`src/rtl/alu_pkg.sv`:
```
// Shared opcodes, header size and sequencer state encoding
// for the UART ALU packet path.
package alu_pkg;

    localparam logic [7:0] OP_ECHO = 8'hEC;
    localparam logic [7:0] OP_ADD  = 8'hAD;
    localparam logic [7:0] OP_MUL  = 8'hAC;
    localparam logic [7:0] OP_DIV  = 8'hD1;

    localparam int HDR_BYTES = 4;

    typedef enum logic [3:0] {
        HDR0,
        HDR1,
        HDR2,
        HDR3,
        COLLECT,
        ALU_WAIT,
        ECHO,
        RESP,
        DRAIN
    } seq_state_e;

endpackage

```
`src/rtl/word_assembler.sv`:
```
// Little-endian byte-to-word assembler; word_valid pulses
// combinationally on the byte that completes a word.
module word_assembler #(
    parameter int DATA_W = 32
) (
    input  logic              clk,
    input  logic              rst,
    input  logic              clear,
    input  logic              byte_valid,
    input  logic [7:0]        byte_data,
    output logic              word_valid,
    output logic [DATA_W-1:0] word
);

    localparam int BPW = DATA_W / 8;
    localparam int CW  = $clog2(BPW + 1);

    logic [CW-1:0] cnt;

    assign word_valid = byte_valid && (cnt == CW'(BPW - 1));

    always_ff @(posedge clk or negedge rst) begin
        if (!rst) begin
            cnt <= '0;
        end else if (clear) begin
            cnt <= '0;
        end else if (byte_valid) begin
            cnt <= word_valid ? '0 : cnt + CW'(1);
        end
    end

    if (BPW > 1) begin : g_multi
        // Earlier bytes; the incoming byte supplies the top lane.
        logic [DATA_W-9:0] sr;

        assign word = {byte_data, sr};

        always_ff @(posedge clk or negedge rst) begin
            if (!rst) begin
                sr <= '0;
            end else if (clear) begin
                sr <= '0;
            end else if (byte_valid) begin
                sr <= word[DATA_W-1:8];
            end
        end
    end else begin : g_single
        assign word = byte_data;
    end

endmodule

```
`src/rtl/alu_packet_sequencer.sv`:
```
// Parses UART packets, drives the multicycle ALU handshake
// and streams the accumulated result back out.
module alu_packet_sequencer
    import alu_pkg::*;
#(
    parameter int DATA_W = 32,
    parameter int LEN_W  = 16
) (
    input  logic              clk,
    input  logic              rst,
    input  logic [7:0]        rx_data_i,
    input  logic              rx_valid_i,
    output logic              rx_ready_o,
    output logic [7:0]        tx_data_o,
    output logic              tx_valid_o,
    input  logic              tx_ready_i,
    output logic [7:0]        alu_opcode_o,
    output logic [DATA_W-1:0] alu_a_o,
    output logic [DATA_W-1:0] alu_b_o,
    output logic              alu_valid_o,
    input  logic              alu_done_i,
    input  logic [DATA_W-1:0] alu_result_i,
    output logic              busy_o,
    output logic              err_o
);

    localparam int BPW = DATA_W / 8;
    localparam int IW  = $clog2(BPW + 1);

    seq_state_e state, state_n;

    logic [7:0]        opcode, len_lo, resp_lsb, acc_byte;
    logic [LEN_W-1:0]  rem, words_left;
    logic [LEN_W-1:0]  len_full, payload, nwords;
    logic [DATA_W-1:0] acc, dividend, acc_init, word;
    logic [IW-1:0]     tx_idx, tx_idx_nxt;
    logic              widx, ready_c, rx_fire, tx_fire;
    logic              hdr_bad, word_valid, asm_in, last_tx;

    assign rx_ready_o = rst & ready_c;
    assign rx_fire    = rx_valid_i & rx_ready_o;
    assign tx_fire    = tx_valid_o & tx_ready_i;

    assign len_full = LEN_W'({rx_data_i, len_lo});
    assign payload  = (len_full < LEN_W'(HDR_BYTES)) ? '0
                    : len_full - LEN_W'(HDR_BYTES);
    assign nwords   = payload / LEN_W'(BPW);

    assign acc_init   = DATA_W'(opcode == OP_MUL);
    assign asm_in     = (state == COLLECT) && rx_fire
                     && (words_left != '0);
    assign tx_idx_nxt = tx_idx + IW'(1);
    assign last_tx    = (tx_idx == IW'(BPW - 1));

    word_assembler #(.DATA_W(DATA_W)) u_asm (
        .clk        (clk),
        .rst        (rst),
        .clear      (state == HDR3),
        .byte_valid (asm_in),
        .byte_data  (rx_data_i),
        .word_valid (word_valid),
        .word       (word)
    );

    always_comb begin
        acc_byte = '0;
        for (int i = 0; i < BPW; i++) begin
            if (tx_idx_nxt == IW'(i)) acc_byte = acc[8*i +: 8];
        end
    end

    always_comb begin
        resp_lsb = acc[7:0];
        if (state == ALU_WAIT) resp_lsb = alu_result_i[7:0];
        else if (state == HDR3) resp_lsb = acc_init[7:0];
    end

    // Echo stalls rx while a byte waits for the transmitter.
    always_comb begin
        ready_c = 1'b0;
        case (state)
            HDR0, HDR1, HDR2, HDR3, COLLECT, DRAIN: ready_c = 1'b1;
            ECHO:    ready_c = !tx_valid_o;
            default: ready_c = 1'b0;
        endcase
    end

    always_ff @(posedge clk or negedge rst) begin
        if (!rst) state <= HDR0;
        else      state <= state_n;
    end

    always_comb begin
        state_n = state;
        hdr_bad = 1'b0;
        case (state)
            HDR0: if (rx_fire) state_n = HDR1;
            HDR1: if (rx_fire) state_n = HDR2;
            HDR2: if (rx_fire) state_n = HDR3;
            HDR3: begin
                if (rx_fire) begin
                    unique case (1'b1)
                        opcode == OP_ECHO:
                            state_n = (payload == '0) ? HDR0 : ECHO;
                        opcode == OP_ADD, opcode == OP_MUL:
                            state_n = (payload == '0) ? RESP : COLLECT;
                        opcode == OP_DIV && nwords == LEN_W'(2):
                            state_n = COLLECT;
                        default: begin
                            hdr_bad = 1'b1;
                            state_n = (payload == '0) ? HDR0 : DRAIN;
                        end
                    endcase
                end
            end
            COLLECT: begin
                if (rx_fire) begin
                    if (words_left == '0) begin
                        if (rem == LEN_W'(1)) state_n = RESP;
                    end else if (word_valid &&
                                 !(opcode == OP_DIV && !widx)) begin
                        state_n = ALU_WAIT;
                    end
                end
            end
            ALU_WAIT: begin
                if (alu_done_i)
                    state_n = (rem == '0) ? RESP : COLLECT;
            end
            ECHO: if (tx_fire && rem == '0) state_n = HDR0;
            RESP: if (tx_fire && last_tx) state_n = HDR0;
            DRAIN: if (rx_fire && rem == LEN_W'(1)) state_n = HDR0;
            default: state_n = HDR0;
        endcase
    end

    always_ff @(posedge clk or negedge rst) begin
        if (!rst) begin
            opcode       <= '0;
            len_lo       <= '0;
            rem          <= '0;
            words_left   <= '0;
            acc          <= '0;
            dividend     <= '0;
            widx         <= 1'b0;
            tx_idx       <= '0;
            tx_data_o    <= '0;
            tx_valid_o   <= 1'b0;
            alu_opcode_o <= '0;
            alu_a_o      <= '0;
            alu_b_o      <= '0;
            alu_valid_o  <= 1'b0;
            busy_o       <= 1'b0;
            err_o        <= 1'b0;
        end else begin
            err_o <= 1'b0;
            if (state_n == HDR0 && state != HDR0) busy_o <= 1'b0;
            // First response byte is loaded on the entering edge.
            if (state_n == RESP && state != RESP) begin
                tx_valid_o <= 1'b1;
                tx_idx     <= '0;
                tx_data_o  <= resp_lsb;
            end
            case (state)
                HDR0: begin
                    if (rx_fire) begin
                        opcode <= rx_data_i;
                        busy_o <= 1'b1;
                    end
                end
                HDR2: if (rx_fire) len_lo <= rx_data_i;
                HDR3: begin
                    if (rx_fire) begin
                        rem        <= payload;
                        words_left <= nwords;
                        widx       <= 1'b0;
                        acc        <= acc_init;
                        err_o      <= hdr_bad;
                    end
                end
                COLLECT: begin
                    if (rx_fire) begin
                        rem <= rem - LEN_W'(1);
                        if (word_valid) begin
                            words_left <= words_left - LEN_W'(1);
                            if (opcode == OP_DIV && !widx) begin
                                dividend <= word;
                                widx     <= 1'b1;
                            end else begin
                                alu_valid_o  <= 1'b1;
                                alu_opcode_o <= opcode;
                                alu_a_o      <= (opcode == OP_DIV)
                                              ? dividend : acc;
                                alu_b_o      <= word;
                            end
                        end
                    end
                end
                ALU_WAIT: begin
                    if (alu_done_i) begin
                        alu_valid_o <= 1'b0;
                        acc         <= alu_result_i;
                    end
                end
                ECHO: begin
                    if (rx_fire) begin
                        tx_data_o  <= rx_data_i;
                        tx_valid_o <= 1'b1;
                        rem        <= rem - LEN_W'(1);
                    end
                    if (tx_fire) tx_valid_o <= 1'b0;
                end
                RESP: begin
                    if (tx_fire) begin
                        if (last_tx) begin
                            tx_valid_o <= 1'b0;
                        end else begin
                            tx_idx    <= tx_idx_nxt;
                            tx_data_o <= acc_byte;
                        end
                    end
                end
                DRAIN: if (rx_fire) rem <= rem - LEN_W'(1);
                default: ;
            endcase
        end
    end

endmodule

```
`config.mk`:
```
export PLATFORM = sky130hd
export DESIGN_NAME = alu_packet_sequencer
export DESIGN_NICKNAME = d
export VERILOG_FILES = /design/src/rtl/alu_pkg.sv /design/src/rtl/word_assembler.sv /design/src/rtl/alu_packet_sequencer.sv
export SDC_FILE = /design/constraint.sdc
export NUM_CORES = 1
export LEC_CHECK = 0
export BUFFER_PORTS_ARGS = -buffer_cell sky130_fd_sc_hd__buf_4
export CAP_MARGIN = 10
export CORE_ASPECT_RATIO = 1.75
export CORE_MARGIN = 4
export CORE_UTILIZATION = 45
export CTS_CLUSTER_DIAMETER = 40
export DETAILED_ROUTE_END_ITERATION = 8
export HOLD_SLACK_MARGIN = 0.02
export PLACE_DENSITY_LB_ADDON = 0.1
export SLEW_MARGIN = 10
export SYNTH_ARGS = -nofsm -noshare
export SYNTH_HDL_FRONTEND = slang
export SYNTH_HIERARCHICAL = 1
export SYNTH_SLANG_ARGS = --single-unit
```
`constraint.sdc`:
```
create_clock -name clk -period 4.5 [get_ports clk]
set_input_delay 1.35 -clock clk [delete_from_list [all_inputs] [get_ports clk]]
set_output_delay 1.35 -clock clk [all_outputs]
set_load 0.01 [all_outputs]
```
==> results list <==
* Multiplexer area fraction after synthesis: 0.145
* GRT Residual Overflow: 0
- GRT Overall Usage: 0.245
- Placeable Area: 24,800 sq um
- The area fraction in compound gates after synthesis came to 0.136.
- HPWL after detailed placement: 24,800 um
* Initial detailed-routing violation count: 527
- Across all register-to-register paths, the minimum setup slack is 0.84 ns.
* Worst-Margin Slew: 0.993 ns
* Most common flop cell mapped by yosys: sky130_fd_sc_hd__dfrtp_1
- Total Power Consumption: 7.08 mW
* Leading cell types in the layout, fill and taps excluded: sky130_fd_sc_hd__dfrtp_1, sky130_fd_sc_hd__buf_4, sky130_fd_sc_hd__nand2_1
- Endpoint kind of the worst setup timing path: flip-flop
* Routed len/inst: 22.2 um
- Net switching power of the design: 2.56 mW
- Total via count in the routed design: 8,959
* Worst Hold Class: reg -> reg
* Number of distinct library cells after synthesis: 82
- Num Clock Sinks: 231
* Launching point of the worst reg2reg path: words_left[0]
* Largest family of logic cells by synthesized area: simple AND/OR/NAND/NOR gates
- Total placed instance area: 12,600 sq um
- Switching share of total power: 0.361
* Max Fclk: 273 MHz
- The congestion estimate from routability-driven global placement came to 0.926.
- For this run, the post-layout net count is 1,265.
- Post-synth design cell area: 11,400 sq um
- Post-synth EDFFs: 0
* Via count of the first global-routing pass: 9,084
- Summed over all layers, the routed wires come to 34,300 um.
- Avg Cell Area, Syn: 10.4 sq um
- The worst hold path was traced through 2 stages.
- Async S/R FF share, synth: 1.00
- First-pass GRT wire length: 53,000 um
- Hold Startpoint: words_left[13]
* Total I/O pin count: 130
- Max-cap violations in this run came to 0.
- Headroom to the max-slew limit came out at 0.338.
* Area share of the largest cell type after synthesis: 0.508
* CTS hold repair buffers: 0
* Sequential cell fraction of total power: 0.379
* Buffers from clock root to sink, at most: 3
* Largest net degree at the start of global routing: 79
* FF-to-FF End: dividend[4]
* Clock transition at path regs: 0.06 ns
- The share of total power dissipated in the clock network is 0.340.
- Synthesis produced a netlist with a net count of 1,147.
* Horizontal extent of the die: 128 um
* Die area: 28,000 sq um
- Counting cells, the worst reg-to-reg path comes to 12.
- CTS built an H-tree with a depth of 1.
- Power density over cell area: 520 nW/um^2
* Startpoint type of the worst setup path: flip-flop
- Final Slew Violations: 0
- TritonCTS built the clock tree.
- Measured on the finished design, the core utilization comes to 0.548.
- Post-Layout Cell Count: 1,544
* Total Neg Setup Slack: 0 ns
- For this run, the number of Yosys warnings is 6.
- Tcrit/Tclk final: 0.814
- The finished cells cover 13,600 sq um.
- In the synthesized netlist, the number of instances is 1,091.
- Critical path peak fanout: 32
- Leaving out fill and tap cells, the most frequent cell in the layout is sky130_fd_sc_hd__dfrtp_1.
- Of the total synthesized cell area, the portion taken by XOR and XNOR cells is 0.00693.
* Antenna Diode Count: 0
- Across the routed clock network, the largest skew measured is 0.00914 ns.
- In the post-synthesis netlist, the biggest area contributors are sky130_fd_sc_hd__dfrtp_1, sky130_fd_sc_hd__mux2_2, sky130_fd_sc_hd__mux2i_1, sky130_fd_sc_hd__nand2_1, sky130_fd_sc_hd__a21oi_1.
- Data arrives at the worst endpoint at 4.10 ns.
* Number of rows created at floorplan: 76
* # setup viols final: 0
- The share of total power dissipated in combinational logic is 0.281.
* Post-synth top area cell: sky130_fd_sc_hd__dfrtp_1
- Port buffering added 129 buffers.
- The worst path in the final design needs a cycle of 3.66 ns, including I/O delays and setup.
* Number of CTS-inserted buffers: 29
* Leakage: 6.31 nW
- The share of the Yosys chip area taken by registers is 0.508.
* Via density per instance: 5.80
- From bottom edge to top edge, the die measures 218 um.
- Flip-flop and latch count after synthesis: 231
- From synthesis to final layout, the design area changed by 19.5%.
* Required time of the critical path: 4.93 ns
- For this run, the detailed router's first-pass iteration total came to 5.
- Initial core utilization: 0.459
- In the routed design, unresolved DRC markers number 0.
- Setup repair after global routing missed its margin: no
* Cell Int Power: 4.52 mW
- The tree is rooted in a sky130_fd_sc_hd__clkbuf_16.
- Of the cells placed in the final design, the portion with a size suffix greater than 1 is 0.273.
* Final Hold Violating Endpoints: 0
- Hold-critical path endpoint: words_left[13]
* Post_cts resized: 0
- Of the total synthesized cell area, the portion taken by AND, OR, NAND and NOR gates is 0.147.
- Antenna-violating nets left: 0
- Post-CTS timing repair inserted 0 buffers for setup.
- Placed cell count: 1,490
- Across the VDD grid, the largest voltage drop is 324 uV.
- Initial antenna violation count: 0
* Run status: complete, no violations
- Worst Setup Path Type: reg -> reg
* Later-pin clock latency in the skew report: 0.55 ns
* Synthesized-area fraction occupied by adder cells: 0.0121
==> cell usage after synthesis (7+ instances only) <==
master,instances
sky130_fd_sc_hd__a21oi_1,83
sky130_fd_sc_hd__a22o_2,7
sky130_fd_sc_hd__a32oi_1,7
sky130_fd_sc_hd__buf_1,7
sky130_fd_sc_hd__buf_4,8
sky130_fd_sc_hd__clkbuf_1,37
sky130_fd_sc_hd__clkbuf_8,7
sky130_fd_sc_hd__dfrtp_1,231
sky130_fd_sc_hd__ha_1,11
sky130_fd_sc_hd__inv_1,19
sky130_fd_sc_hd__mux2_2,88
sky130_fd_sc_hd__mux2i_1,66
sky130_fd_sc_hd__nand2_1,119
sky130_fd_sc_hd__nand3_1,20
sky130_fd_sc_hd__nand4_1,9
sky130_fd_sc_hd__nor2_1,105
sky130_fd_sc_hd__nor2b_1,9
sky130_fd_sc_hd__nor3_1,22
sky130_fd_sc_hd__nor4_1,7
sky130_fd_sc_hd__o21ai_0,77
sky130_fd_sc_hd__o22ai_1,19
sky130_fd_sc_hd__o31ai_1,9
==> state kept, by name, summed over array words and instances (netlist names) <==
signal,flops
acc,32
alu_a_o,32
alu_b_o,32
dividend,32
u_asm/g_multi.sr,24
rem,16
words_left,16
alu_opcode_o,8
len_lo,8
opcode,8
tx_data_o,8
state,4
tx_idx,3
u_asm/cnt,3
alu_valid_o,1
busy_o,1
err_o,1
tx_valid_o,1
widx,1
==> critical path, stage by stage (launching register included) <==
cell                      delay (ns)
sky130_fd_sc_hd__dfrtp_1        0.41
sky130_fd_sc_hd__inv_1          0.07
sky130_fd_sc_hd__ha_1           0.18
sky130_fd_sc_hd__or3b_2         0.53
sky130_fd_sc_hd__nor4_4         0.37
sky130_fd_sc_hd__nor4b_2        0.50
sky130_fd_sc_hd__nor3_2         0.08
sky130_fd_sc_hd__and3_1         0.22
sky130_fd_sc_hd__nand2_1        0.16
sky130_fd_sc_hd__nor2_1         0.08
sky130_fd_sc_hd__nand2_1        0.07
sky130_fd_sc_hd__buf_4          0.44
sky130_fd_sc_hd__mux2_2         0.41
==> power by group through the flow <==
| stage | clock, mW | combinational [mW] | sequential, mW |
|---|---|---|---|
| after global routing | 2.53 | 2.18 | 2.72 |
| after CTS | 2.46 | 1.99 | 2.68 |
| after floorplan | 0 | 1.39 | 2.57 |
| after detailed placement | 0 | 1.98 | 2.72 |
| after global placement | 0 | 1.97 | 2.72 |
| final | 2.41 | 1.99 | 2.68 |
==> worst max-delay path by stage <==
| stage | startpoint | end | slack [ns] | cells after the start |
|---|---|---|---|---|
| floorplan | rst | tx_data_o[1] | 0.64 | 13 |
| global placement | rx_data_i[1] | tx_data_o[5] | 0.52 | 10 |
| detailed placement | rx_data_i[1] | tx_data_o[5] | 0.45 | 10 |
| CTS | words_left[0] | dividend[4] | 0.83 | 12 |
| global route | words_left[0] | dividend[20] | 0.63 | 12 |
| finish | words_left[0] | dividend[4] | 0.84 | 12 |
==> cells by family (layout without fill, tap and decap cells) <==
kind of cell               count (synthesis)  in the layout
and+or+nand+nor                          345            345
AOI/OAI and AO/OA                        251            251
DFF                                      231            231
muxes                                    154            154
buffers and inverters                     90            231
adders and majority gates                 11             11
xor gates and xnor gates                   9              9
==> per-layer routing <==
| metal | share of wire | vias up | GRT usage |
|---|---|---|---|
| met2 | 0.54 | 256 | 0.446 |
| met3 | 0.037 | 79 | 0.0289 |
| met1 | 0.37 | 4498 | 0.279 |
| li1 | - | 4126 | - |
| met4 | 0.050 | 0 | 0.120 |
| met5 | 0 | - | 0 |
==> per-stage QoR <==
stage                     setup WS, ns  hold slack (ns)
after floorplan                  0.645            0.430
after global placement           0.518            0.447
after detailed placement         0.449            0.447
after CTS                        0.830            0.460
after global routing             0.630            0.486
final                            0.836            0.457
==> final cells by class <==
class | count | area [sq um]
clock buffer | 36 | 812
fill | 2179 | 11200
multi-input combinational | 770 | 5120
sequential | 231 | 5780
tap | 312 | 390
inverter | 21 | 78.8
timing repair buffer | 156 | 1220
clock inverter | 18 | 200
Power figures use the tool's default switching activity.
